[src/rtl/uart_cmd_initiator.sv]
// Host-side command initiator: sends one command byte through the uart
// transmit handshake, then gathers RESP_BYTES response bytes, ending with a
// done pulse or a timeout pulse if the responder goes quiet.
module uart_cmd_initiator #(
    parameter int unsigned RESP_BYTES     = 4,
    parameter int unsigned TIMEOUT_CYCLES = 120000
) (
    input  logic                    clk,
    input  logic                    rst,
    input  logic                    start,
    input  logic [7:0]              cmd,
    input  logic                    uart_tx_ready,
    output logic [7:0]              uart_data_to_tx,
    output logic                    uart_tx_enable,
    input  logic                    uart_rx_ready,
    input  logic [7:0]              uart_data_from_rx,
    output logic                    busy,
    output logic                    done,
    output logic                    timeout,
    output logic [8*RESP_BYTES-1:0] resp_data,
    output logic [4:0]              resp_count
);

    localparam int unsigned CW = $clog2(TIMEOUT_CYCLES + 1);

    // TXWAIT is split into "wait for ready low" and "wait for ready high again".
    typedef enum logic [2:0] {
        S_IDLE,
        S_SEND,
        S_TXLO,
        S_TXHI,
        S_RECV
    } state_t;

    state_t        state;
    state_t        state_nxt;
    logic [CW-1:0] tmo_cnt;
    logic          accept;
    logic          capture;
    logic          load_cnt;
    logic          fin_done;
    logic          fin_tmo;

    assign busy = (state != S_IDLE);

    // State register.
    always_ff @(posedge clk) begin
        if (rst) begin
            state <= S_IDLE;
        end else begin
            state <= state_nxt;
        end
    end

    // Next-state decode plus the transmit strobe and datapath controls.
    always_comb begin
        state_nxt      = state;
        uart_tx_enable = 1'b0;
        accept         = 1'b0;
        capture        = 1'b0;
        load_cnt       = 1'b0;
        fin_done       = 1'b0;
        fin_tmo        = 1'b0;
        case (state)
            S_IDLE: begin
                if (start) begin
                    accept    = 1'b1;
                    state_nxt = S_SEND;
                end
            end
            S_SEND: begin
                if (uart_tx_ready) begin
                    uart_tx_enable = 1'b1;
                    state_nxt      = S_TXLO;
                end
            end
            S_TXLO: begin
                capture = uart_rx_ready;
                if (!uart_tx_ready) begin
                    state_nxt = S_TXHI;
                end
            end
            S_TXHI: begin
                capture = uart_rx_ready;
                if (uart_tx_ready) begin
                    load_cnt  = 1'b1;
                    state_nxt = S_RECV;
                end
            end
            S_RECV: begin
                capture = uart_rx_ready;
                // A byte arriving on the expiry cycle takes priority.
                if (!uart_rx_ready && tmo_cnt == CW'(1)) begin
                    fin_tmo   = 1'b1;
                    state_nxt = S_IDLE;
                end
            end
            default: state_nxt = S_IDLE;
        endcase
        if (capture && resp_count == 5'(RESP_BYTES - 1)) begin
            fin_done  = 1'b1;
            fin_tmo   = 1'b0;
            state_nxt = S_IDLE;
        end
    end

    // Command latch, response capture, timeout counter and result pulses.
    always_ff @(posedge clk) begin
        if (rst) begin
            uart_data_to_tx <= '0;
            resp_data       <= '0;
            resp_count      <= '0;
            tmo_cnt         <= '0;
            done            <= 1'b0;
            timeout         <= 1'b0;
        end else begin
            done    <= fin_done;
            timeout <= fin_tmo;
            if (accept) begin
                uart_data_to_tx <= cmd;
                resp_data       <= '0;
                resp_count      <= '0;
            end
            if (capture) begin
                for (int unsigned i = 0; i < RESP_BYTES; i++) begin
                    if (resp_count == 5'(i)) begin
                        resp_data[(RESP_BYTES-1-i)*8 +: 8] <= uart_data_from_rx;
                    end
                end
                resp_count <= resp_count + 5'd1;
            end
            if (capture || load_cnt) begin
                tmo_cnt <= CW'(TIMEOUT_CYCLES);
            end else if (state == S_RECV) begin
                tmo_cnt <= tmo_cnt - CW'(1);
            end
        end
    end

endmodule

[config.mk]
export PLATFORM = sky130hd
export DESIGN_NAME = uart_cmd_initiator
export DESIGN_NICKNAME = d
export VERILOG_FILES = /design/src/rtl/uart_cmd_initiator.sv
export SDC_FILE = /design/constraint.sdc
export NUM_CORES = 1
export LEC_CHECK = 0
export ABC_AREA = 1
export CORE_MARGIN = 2
export CORE_UTILIZATION = 40
export DETAILED_ROUTE_END_ITERATION = 6
export PLACE_DENSITY = 0.67
export SLEW_MARGIN = 10
export SYNTH_ARGS = -nofsm -noshare
export SYNTH_HDL_FRONTEND = slang
export SYNTH_SLANG_ARGS = --single-unit
[constraint.sdc]
create_clock -name clk -period 3.2 [get_ports clk]
set_clock_uncertainty 0.1 [all_clocks]
set_input_delay 0.64 -clock clk [delete_from_list [all_inputs] [get_ports clk]]
set_output_delay 0.64 -clock clk [all_outputs]
set_load 0.01 [all_outputs]
==> results.json <==
{
  "min_to": "resp_data[4]",
  "worst_pin_slew_ns": 0.428,
  "synth_largest_area_cell": "dfxtp_1",
  "grtUsageTotal_pct": 18.8,
  "path_clk_slew_ns": 0.07,
  "period_needed_ns": 2.87,
  "num_vias": 2798,
  "rsz0062_at_grt": "no",
  "r2r_end": "resp_data[10]",
  "synth_flop_cell": "dfxtp_1",
  "min_from": "resp_data[4]",
  "reg2reg_depth": 6,
  "crit_type": "in2out",
  "fmax_mhz": 349,
  "tns_ns": 0,
  "synthesis.area_sq_um": 2940,
  "start_util_pct": 40.9,
  "drc_errors": 0,
  "dieArea_sq_um": 8040,
  "clk_latency_ns": 0.33,
  "reg2reg_setup_slack_ns": 1.37,
  "worst_ep_required_time_ns": 2.46,
  "numCtsBuffers": 9,
  "antenna_found_initial": 0,
  "power.leakage_nw": 1.60,
  "place_area_sq_um": 3740,
  "die_w_microns": 89.7,
  "holdPathStages": 2,
  "synth_common_cells": "nand2_1 (84), dfxtp_1 (67), nor2_1 (54)",
  "powerDensity_nw_per_um2": 526,
  "die_h_microns": 89.7,
  "io_pins": 70,
  "timing.rr.start": "resp_count[2]",
  "synth_most_common_cell": "nand2_1",
  "coreArea_sq_um": 7180,
  "via_per_inst": 4.80,
  "h-tree-depth": 3,
  "grt_max_degree": 41,
  "min_path_type": "reg2reg",
  "crit_fanout": 4,
  "synth_seq_cells": 67,
  "dr.pass1.iters": 4,
  "synth_area_leaders": "dfxtp_1 (46%), nand2_1 (11%), a21oi_1 (8.2%), nor2_1 (6.9%), o21ai_0 (5.5%)",
  "synth-seq-area-share_pct": 45.7,
  "ant_nets": 0,
  "clock_path_buffers": 2,
  "status": "finished, final reports clean",
  "drtIter0Drc": 138,
  "io_buffers": 69,
  "regArea_sq_um": 1340,
  "maxCapViolations": 0,
  "synthArstFlopShare_pct": 0,
  "gp_congestion": 0.844,
  "cts_resized": 0,
  "tritoncts": "yes",
  "num-nets-final": 506,
  "cts_hold_buffers": 0,
  "grt_overflow": 0,
  "cts_setup_buffers": 0,
  "synth-edff-count": 0,
  "yosysWarnings": 0,
  "finalCritPeriodShare_pct": 89.6,
  "grt_pass1_vias": 2580,
  "stdcell_area_sq_um": 4020,
  "finalWirelength_microns": 7450,
  "multi_input_area_sq_um": 1400,
  "drv_slew": 0,
  "critPathArrivalTime_ns": 2.13,
  "n_antenna_cell": 0,
  "synthDistinctLibCells": 25,
  "grt_pass1_wl_microns": 11800,
  "crit_path_start_kind": "input port",
  "relSlewSlack_pct": 71.3,
  "drive_gt1_share_pct": 7.64,
  "hold_viol_final": 0,
  "netlist.area_leader.share_pct": 45.7,
  "synthToLayoutAreaGrowth_pct": 36.8,
  "avgSynthCellArea_sq_um": 7.27,
  "peakVddDrop_v": 0.000300,
  "wl_per_cell_microns": 12.8,
  "root_buffer": "clkbuf_8",
  "netlist_instances": 404,
  "synth_fp_nets": 431,
  "endpoint_kind": "output pin",
  "fp-row-count": 31,
  "cts.sinks": 67,
  "hpwl_microns": 5220,
  "setup_violations": 0,
  "fill_cells": 671
}
[worst max-delay path by stage]
stage             startpoint              to  slack [ns]
2_1_floorplan  uart_tx_ready  uart_tx_enable        1.37
3_3_place_gp   uart_tx_ready  uart_tx_enable        0.35
3_5_place_dp   uart_tx_ready  uart_tx_enable        0.31
4_1_cts        uart_tx_ready  uart_tx_enable        0.31
5_1_grt        uart_tx_ready  uart_tx_enable        0.20
6_report       uart_tx_ready  uart_tx_enable        0.33
[through the flow]
step / total power, mW / util [%] / hold slack, ns / instances / worst slack (ns)
final: 2.11 / 56.0 / 0.366 / 583 / 0.334
after CTS: 2.13 / 56.0 / 0.366 / 583 / 0.314
after global routing: 2.20 / 56.0 / 0.390 / 583 / 0.201
after global placement: 1.17 / 52.2 / 0.353 / 567 / 0.353
after floorplan: 1.06 / - / 0.341 / 404 / 1.37
after detailed placement: 1.18 / 52.2 / 0.356 / 567 / 0.314
[final cells by class]
class,instances,area share [%]
Tap cell,99,3.08
Clock buffer,10,3.43
Inverter,44,4.17
Clock inverter,6,3.40
Sequential cell,67,33.4
Multi-Input combinational cell,285,34.8
Timing Repair Buffer,72,17.8
[state kept, by name, summed over array words and instances (netlist names)]
signal / flops
done: 1
state: 3
resp_data: 32
resp_count: 5
tmo_cnt: 17
timeout: 1
uart_data_to_tx: 8
[report_power, final]
part	switching, mW	internal, mW	total [mW]
registers	0.0230	0.862	0.885
logic	0.166	0.110	0.276
clock network	0.331	0.619	0.950
[kinds of logic (layout without fill, tap and decap cells)]
family	after synthesis	after routing	synth area share, %
AOI/OAI and AO/OA	81	81	14.2
xor gates and xnor gates	5	5	1.49
adders and majority gates	6	6	2.56
buffers and inverters	52	132	6.73
DFF	67	67	45.7
and+or+nand+nor	193	193	29.3
[routing by layer]
layer	vias to the layer above	routed length [microns]	track usage (%)
met4	0	72	5.29
met1	1263	3420	23.5
li1	1462	-	-
met3	11	529	7.50
met2	62	3420	30.3
met5	-	0	0
[cell usage in the layout, fill, tap and decap left out, drive strengths merged, types with 2 or more instances in the layout]
cell            n
ha              6
o21ai          32
nand3b          3
nand3          27
clkbuf         10
dfxtp          67
nor3            5
nand2          88
bufinv          4
or2             2
clkinv          2
nand4           6
clkdlybuf4s50  69
xor2            3
a21oi          49
xnor2           2
nor2           61
inv            43
buf             3
[critical path, stage by stage]
cell             delay [ns]
clkdlybuf4s50_1        0.56
inv_1                  0.08
nor4_1                 0.25
clkdlybuf4s50_1        0.60
(Power assumes the default switching activity.)
